$ cat config.mk
export PLATFORM = sky130hd
export DESIGN_NAME = mem_access
export DESIGN_NICKNAME = d
export VERILOG_FILES = /design/src/rtl/mem_access.sv
export SDC_FILE = /design/constraint.sdc
export NUM_CORES = 1
export LEC_CHECK = 0
export CAP_MARGIN = 40
export CORE_MARGIN = 2
export CORE_UTILIZATION = 44
export DETAILED_ROUTE_END_ITERATION = 10
export GPL_ROUTABILITY_DRIVEN = 0
export GPL_TIMING_DRIVEN = 0
export PLACE_DENSITY_LB_ADDON = 0.08
export SYNTH_ARGS = -nofsm -noshare
export SYNTH_HDL_FRONTEND = slang
export SYNTH_SLANG_ARGS = --single-unit
$ cat constraint.sdc
create_clock -name clk -period 11.5 [get_ports clk]
set_input_delay 2.3 -clock clk [delete_from_list [all_inputs] [get_ports clk]]
set_output_delay 2.3 -clock clk [all_outputs]
set_load 0.05 [all_outputs]
$ cat src/rtl/mem_access.sv
// mem_access: memory stage between execute and writeback.
// Builds data-memory requests (word address, byte enables, lane-shifted store
// data) and splits misaligned word/halfword accesses into two aligned accesses,
// stalling upstream for one cycle. Registers the fields writeback consumes.
//
// Ports:
//   clk, rst                  clock, synchronous active-high reset
//   halt, flush               freeze stage / kill current instruction
//   bubble_in .. exc_in       execute-stage instruction fields
//   mem_addr/re/we/wdata      combinational data-memory request
//   stall_out                 hold upstream stages this cycle
//   *_out                     registered fields to writeback
module mem_access #(
   parameter bit         SPLIT_EN       = 1'b1,
   parameter logic [7:0] EXC_MISALIGNED = 8'h04
) (
   input  logic        clk,
   input  logic        rst,
   input  logic        halt,
   input  logic        flush,
   input  logic        bubble_in,
   input  logic [4:0]  opcode_in,
   input  logic [4:0]  tgt_in_1,
   input  logic [4:0]  tgt_in_2,
   input  logic        is_load_in,
   input  logic        is_store_in,
   input  logic [31:0] alu_result_1_in,
   input  logic [31:0] alu_result_2_in,
   input  logic [31:0] store_data_in,
   input  logic [7:0]  exc_in,
   output logic [31:0] mem_addr,
   output logic        mem_re,
   output logic [3:0]  mem_we,
   output logic [31:0] mem_wdata,
   output logic        stall_out,
   output logic        bubble_out,
   output logic [4:0]  opcode_out,
   output logic [4:0]  tgt_out_1,
   output logic [4:0]  tgt_out_2,
   output logic        is_load_out,
   output logic        is_store_out,
   output logic        is_misaligned_out,
   output logic [31:0] alu_result_1_out,
   output logic [31:0] alu_result_2_out,
   output logic [31:0] addr_out,
   output logic [7:0]  exc_out
);

   typedef enum logic [0:0] {StIdle, StSecond} state_e;

   state_e state_q, state_d;

   // Instruction held across the second half of a split access.
   logic [4:0]  lat_opcode_q, lat_tgt1_q, lat_tgt2_q;
   logic        lat_load_q, lat_store_q;
   logic [31:0] lat_alu1_q, lat_alu2_q, lat_data_q;

   logic [4:0]  sel_opcode;
   logic        sel_load, sel_store;
   logic [31:0] sel_addr, sel_data;
   logic [1:0]  k;
   logic [31:0] base;
   logic        is_word, is_half, is_byte;
   logic        misaligned, in_active, start_split, mis_exc, do_access;
   logic [3:0]  we_pat;

   always_comb begin
      sel_opcode  = opcode_in;
      sel_load    = is_load_in;
      sel_store   = is_store_in;
      sel_addr    = alu_result_1_in;
      sel_data    = store_data_in;
      if (state_q == StSecond) begin
         sel_opcode = lat_opcode_q;
         sel_load   = lat_load_q;
         sel_store  = lat_store_q;
         sel_addr   = lat_alu1_q;
         sel_data   = lat_data_q;
      end
      k       = sel_addr[1:0];
      base    = {sel_addr[31:2], 2'b00};
      is_word = (sel_opcode >= 5'd3) && (sel_opcode <= 5'd5);
      is_half = (sel_opcode >= 5'd6) && (sel_opcode <= 5'd8);
      is_byte = (sel_opcode >= 5'd9) && (sel_opcode <= 5'd11);

      misaligned  = (is_word && (k != 2'd0)) || (is_half && (k == 2'd3));
      in_active   = !bubble_in && (exc_in == 8'h00) && (is_load_in || is_store_in) && !flush;
      start_split = (state_q == StIdle) && in_active && misaligned && SPLIT_EN;
      mis_exc     = (state_q == StIdle) && !bubble_in && (exc_in == 8'h00) &&
                    (is_load_in || is_store_in) && misaligned && !SPLIT_EN;

      mem_addr  = base;
      we_pat    = 4'b0000;
      mem_wdata = sel_data << {k, 3'b000};
      if (state_q == StSecond) begin
         do_access = !flush;
         mem_addr  = base + 32'd4;
         if (is_half) begin
            we_pat    = 4'b0001;
            mem_wdata = sel_data >> 8;
         end else begin
            we_pat    = 4'b1111 >> (3'd4 - {1'b0, k});
            mem_wdata = sel_data >> (6'd32 - {1'b0, k, 3'b000});
         end
      end else begin
         do_access = in_active && !(misaligned && !SPLIT_EN);
         // Truncation to 4 bits yields the first-half lanes of a split access.
         if (is_word)      we_pat = 4'b1111 << k;
         else if (is_half) we_pat = 4'b0011 << k;
         else if (is_byte) we_pat = 4'b0001 << k;
      end

      mem_we    = (do_access && sel_store && !halt && !rst) ? we_pat : 4'b0000;
      mem_re    = do_access && sel_load && !rst;
      stall_out = start_split && !rst;
   end

   always_comb begin
      state_d = state_q;
      if (flush) begin
         state_d = StIdle;
      end else if (!halt) begin
         unique case (state_q)
            StIdle:   state_d = start_split ? StSecond : StIdle;
            StSecond: state_d = StIdle;
            default:  state_d = StIdle;
         endcase
      end
   end

   always_ff @(posedge clk) begin
      if (rst) state_q <= StIdle;
      else     state_q <= state_d;
   end

   always_ff @(posedge clk) begin
      if (!rst && !flush && !halt && start_split) begin
         lat_opcode_q <= opcode_in;
         lat_tgt1_q   <= tgt_in_1;
         lat_tgt2_q   <= tgt_in_2;
         lat_load_q   <= is_load_in;
         lat_store_q  <= is_store_in;
         lat_alu1_q   <= alu_result_1_in;
         lat_alu2_q   <= alu_result_2_in;
         lat_data_q   <= store_data_in;
      end
   end

   always_ff @(posedge clk) begin
      if (rst) begin
         bubble_out        <= 1'b1;
         opcode_out        <= '0;
         tgt_out_1         <= '0;
         tgt_out_2         <= '0;
         is_load_out       <= 1'b0;
         is_store_out      <= 1'b0;
         is_misaligned_out <= 1'b0;
         alu_result_1_out  <= '0;
         alu_result_2_out  <= '0;
         addr_out          <= '0;
         exc_out           <= '0;
      end else if (flush) begin
         bubble_out        <= 1'b1;
         is_misaligned_out <= 1'b0;
         is_load_out       <= 1'b0;
         is_store_out      <= 1'b0;
      end else if (!halt) begin
         if (state_q == StSecond) begin
            bubble_out        <= 1'b0;
            opcode_out        <= lat_opcode_q;
            tgt_out_1         <= lat_tgt1_q;
            tgt_out_2         <= lat_tgt2_q;
            is_load_out       <= lat_load_q;
            is_store_out      <= lat_store_q;
            is_misaligned_out <= 1'b0;
            alu_result_1_out  <= lat_alu1_q;
            alu_result_2_out  <= lat_alu2_q;
            addr_out          <= lat_alu1_q;
            exc_out           <= 8'h00;
         end else begin
            bubble_out        <= bubble_in || start_split;
            opcode_out        <= opcode_in;
            tgt_out_1         <= tgt_in_1;
            tgt_out_2         <= tgt_in_2;
            is_load_out       <= is_load_in;
            is_store_out      <= is_store_in;
            is_misaligned_out <= start_split;
            alu_result_1_out  <= alu_result_1_in;
            alu_result_2_out  <= alu_result_2_in;
            addr_out          <= alu_result_1_in;
            exc_out           <= mis_exc ? EXC_MISALIGNED : exc_in;
         end
      end
   end

endmodule
==> flow_summary.yaml <==
run_status:
  outcome: "completed"
die:
  die-area_um2: 26400
  die_width_um: 163
  initial_core_util_pct: 44.4
  chipHeight_um: 163
  rows: 58
  core_region_area_um2: 24900
  ioPinCount: 319
synthesis:
  yosys.cell_count.top_type: "sky130_fd_sc_hd__nor2_1"
  synthArstFlopShare_pct: 0
  syn_inst: 1110
  yosys_warnings: 0
  synth.avg_cell_area_um2: 9.96
  cell_accounting_for_the_most_synthesized_area: "sky130_fd_sc_hd__edfxtp_1"
  synth.distinct_cells: 68
  syn-cell-area_um2: 11100
  synth-main-ff-cell: "sky130_fd_sc_hd__edfxtp_1"
  synth.top_cells.by_area: "sky130_fd_sc_hd__edfxtp_1 (31%), sky130_fd_sc_hd__dfxtp_1 (16%), sky130_fd_sc_hd__mux2i_1 (8.5%), sky130_fd_sc_hd__a211oi_1 (6.4%), sky130_fd_sc_hd__nor2_1 (5.3%)"
  netlist.area_leader.share_pct: 30.7
  yosys_register_bits: 204
  synth_sequential_area_ratio_pct: 47.2
  synthTopCellsByCount: "sky130_fd_sc_hd__nor2_1 (155), sky130_fd_sc_hd__edfxtp_1 (113), sky130_fd_sc_hd__a211oi_1 (94), sky130_fd_sc_hd__mux2i_1 (94), sky130_fd_sc_hd__dfxtp_1 (91)"
  synth_enable_flop_cells: 113
sta:
  timing.final.crit_share_pct: 84.5
  fin_worst_skew_ns: 0.0179
  layout_min_cycle_time_ns: 9.72
  fmax_mhz: 103
  worstMarginPinSlew_ns: 0.929
  max-slew-margin-rel_pct: 38.1
  grt_setup_unrepaired: "false"
  timing_max_transition_violations_final: 0
  layout_setup_ws_ns: 1.78
  final.setup.tns_ns: 0
  setup_viol_count_final: 0
  final-hold-violation-count: 0
power_and_ir_drop:
  power_frac_seq_pct: 38.8
  leakage_nw: 5.34
  share_clk_of_total_power_pct: 39.8
  comb_power_share_pct: 21.4
  netSwitchingPower_w: 0.000624
  total_power_w: 0.00207
  power.density_nw_per_um2: 132
  peakVddDrop_mv: 0.125
  cell_internal_pwr_w: 0.00145
  switching_share_pct: 30.1
critical_path:
  crit_family: "buffers and inverters"
  cpPeakStageDelay_ns: 0.84
  reg2reg_to: "lat_data_q[11]$_DFFE_PP_"
  timing.setup.critical_path_class: "in2out"
  critPathMaxFanout: 12
  most_frequent_cell_on_the_critical_path: "sky130_fd_sc_hd__clkbuf_1"
  critPathLaunchType: "primary input"
  timing.critical_path.cells: "clkdlybuf4s50_1, clkbuf_1, mux2i_4, clkbuf_1, clkbuf_1, ha_1, clkbuf_1, or2_2, clkbuf_1, nor4b_1, a21oi_1, a21oi_1, clkdlybuf4s50_1"
  critical_path_required_ns: 9.20
  critical_path_arrival_ns: 7.42
  critPathBufInv: 7
  regToRegStartpoint: "state_q$_SDFFE_PP0N_"
  reg2reg_setup_slack_ns: 6.82
  worstRegToRegCells: 13
  critPathSlowestCell: "sky130_fd_sc_hd__clkdlybuf4s50_1"
  setup.worst_path.end_class: "output pin"
place:
  numPlacedInstances: 1761
  post_dp_area_um2: 14800
  quantity_of_i_o_buffers_inserted_on_ports: 313
  pre_cts_slack_ns: 1.97
  detailedPlacementHpwl_um: 29000
clock_network:
  numClockSinks: 204
  cts_inserted_buffers: 25
  clk_latency_ns: 0.54
  cts_tree: "built"
  max-clock-path-buffers: 3
  number_of_hold_buffers_added_after_cts: 0
  clk_root_buffer_cell: "sky130_fd_sc_hd__clkbuf_16"
  clock_tree.htree_level_count: 1
  clkTransAtPathRegs_ns: 0.06
  quantity_of_gates_resized_following_cts: 0
  post_cts_buffers: 0
global_route:
  grt_overflow_total: 0
  antenna_found_initial: 2
  vias_in_the_first_global_route: 10300
  wire_length_of_the_first_global_routing_pass_um: 59700
  grt_start_max_net_pins: 19
  globalRouteTotalUtil_pct: 29.3
drt:
  detail-route-antenna-nets: 0
  drtIter0Drc: 882
  routed_wirelength_um: 39800
  1st_pass_router_iterations: 5
  detail_route.vias_per_cell: 5.81
  drc: 0
  wire_length_per_cell_um: 22.0
  vias: 10500
finish:
  finish.instance_area_um2: 15700
  filler_cell_count: 2130
  multi_input_area_um2: 5120
  final-seq-area_um2: 5220
  final_cells: 1809
  syn_to_final_growth_pct: 41.6
  fraction_of_layout_cells_with_a_size_suffix_above_1_pct: 10.8
  design.final.nets: 1591
run:
  max-cap-violations: 0
hold_path:
  holdCritStartpoint: "exc_out[4]$_SDFFE_PP0P_"
  worstHoldEndpoint: "exc_out[4]$_SDFFE_PP0P_"
  min_path_type: "reg2reg"
  hold_depth: 2
==> registers in the layout (all words and copies together) (netlist names), 5 cells and up <==
name	flops
lat_data_q	32
lat_tgt1_q	5
lat_opcode_q	5
addr_out	32
alu_result_2_out	32
lat_tgt2_q	5
lat_alu2_q	32
lat_alu1_q	32
opcode_out	5
tgt_out_2	5
tgt_out_1	5
exc_out	8
==> cell usage in the layout, fill, tap and decap left out, types with 4 or more instances in the layout <==
cell,netlist,layout
sky130_fd_sc_hd__clkdlybuf4s50_1,0,313
sky130_fd_sc_hd__nor2_1,155,155
sky130_fd_sc_hd__edfxtp_1,113,113
sky130_fd_sc_hd__mux2i_1,94,94
sky130_fd_sc_hd__a211oi_1,94,94
sky130_fd_sc_hd__dfxtp_1,91,91
sky130_fd_sc_hd__a21oi_1,71,71
sky130_fd_sc_hd__nand2_1,62,62
sky130_fd_sc_hd__clkbuf_1,51,54
sky130_fd_sc_hd__buf_4,46,46
sky130_fd_sc_hd__nand3_1,36,36
sky130_fd_sc_hd__clkbuf_16,0,26
sky130_fd_sc_hd__nor2b_1,22,22
sky130_fd_sc_hd__buf_2,20,20
sky130_fd_sc_hd__mux2_2,18,18
sky130_fd_sc_hd__nor3_1,19,18
sky130_fd_sc_hd__xor2_1,17,17
sky130_fd_sc_hd__nand3b_1,16,16
sky130_fd_sc_hd__o21ai_0,15,15
sky130_fd_sc_hd__o31ai_1,14,14
sky130_fd_sc_hd__a22oi_1,11,11
sky130_fd_sc_hd__nand4_1,10,10
sky130_fd_sc_hd__a311oi_1,9,9
sky130_fd_sc_hd__a221oi_2,9,9
sky130_fd_sc_hd__xnor2_1,9,9
sky130_fd_sc_hd__nor4b_1,7,7
sky130_fd_sc_hd__or3_1,7,7
sky130_fd_sc_hd__ha_1,7,7
sky130_fd_sc_hd__a21o_1,6,6
sky130_fd_sc_hd__buf_6,5,5
sky130_fd_sc_hd__a32o_1,5,5
sky130_fd_sc_hd__nor3b_1,5,5
sky130_fd_sc_hd__clkbuf_8,0,5
sky130_fd_sc_hd__buf_16,0,5
sky130_fd_sc_hd__inv_1,4,4
sky130_fd_sc_hd__o21bai_1,4,4
sky130_fd_sc_hd__and2_1,4,4
sky130_fd_sc_hd__o21ai_1,4,4
==> power by group through the flow <==
stage	registers (W)	logic, W	clock network, W
floorplan	0.000884	0.000198	0
global placement	0.000817	0.000437	0
detailed placement	0.000818	0.000439	0
CTS	0.000802	0.000441	0.000833
global route	0.000804	0.000466	0.000863
finish	0.000802	0.000443	0.000824
==> final cells by class <==
| class | instances | share of cell area (%) |
|---|---|---|
| Tap cell | 330 | 2.64 |
| Clock inverter | 12 | 0.847 |
| Antenna cell | 2 | 0.0320 |
| Multi-Input combinational cell | 777 | 32.7 |
| Buffer | 124 | 4.55 |
| Sequential cell | 204 | 33.3 |
| Clock buffer | 34 | 4.67 |
| Inverter | 6 | 0.144 |
| Timing Repair Buffer | 320 | 21.1 |
==> layer usage <==
metal / global-route usage, % / vias up / share of wire [%]
li1: - / 4813 / -
met1: 37.8 / 4989 / 40
met2: 47.4 / 592 / 46
met3: 6.67 / 119 / 9.9
met4: 12.4 / 0 / 4.3
met5: 0 / - / 0
==> per-stage QoR <==
step	hold WS, ns	util, %
final	0.457	62.9
after detailed placement	0.449	59.4
after global routing	0.480	62.9
after global placement	0.439	58.7
after CTS	0.458	62.9
after floorplan	0.582	-
==> worst max path at each step <==
stage                       start                        to  depth (start not counted)
6_report       alu_result_1_in[0]             mem_wdata[22]                         13
3_5_place_dp   alu_result_1_in[0]             mem_wdata[22]                         13
4_1_cts        alu_result_1_in[0]             mem_wdata[22]                         13
3_3_place_gp   alu_result_1_in[0]  lat_alu2_q[13]$_DFFE_PP_                          9
5_1_grt        alu_result_1_in[0]             mem_wdata[16]                         13
2_1_floorplan  alu_result_1_in[0]   lat_alu1_q[0]$_DFFE_PP_                          8
==> kinds of logic (layout without fill, tap and decap cells) <==
group,count (synthesis),count (layout),synth area share [%]
other,1,4,0.0339
XOR/XNOR,26,26,2.06
adder cells (fa/ha/maj),7,7,0.792
AO/OA/AOI/OAI,265,265,17.0
multiplexers,113,113,10.5
flip-flops,204,204,47.2
buffers and inverters,130,496,6.64
AND/OR/NAND/NOR,364,364,15.8
==> worst min-delay path, delay by kind of cell, from the launching register on <==
family / cells / cell delay [ns]
AND/OR/NAND/NOR: 1 / 0.05
flip-flops: 1 / 0.31
AO/OA/AOI/OAI: 1 / 0.05
Power figures use the tool's default switching activity.
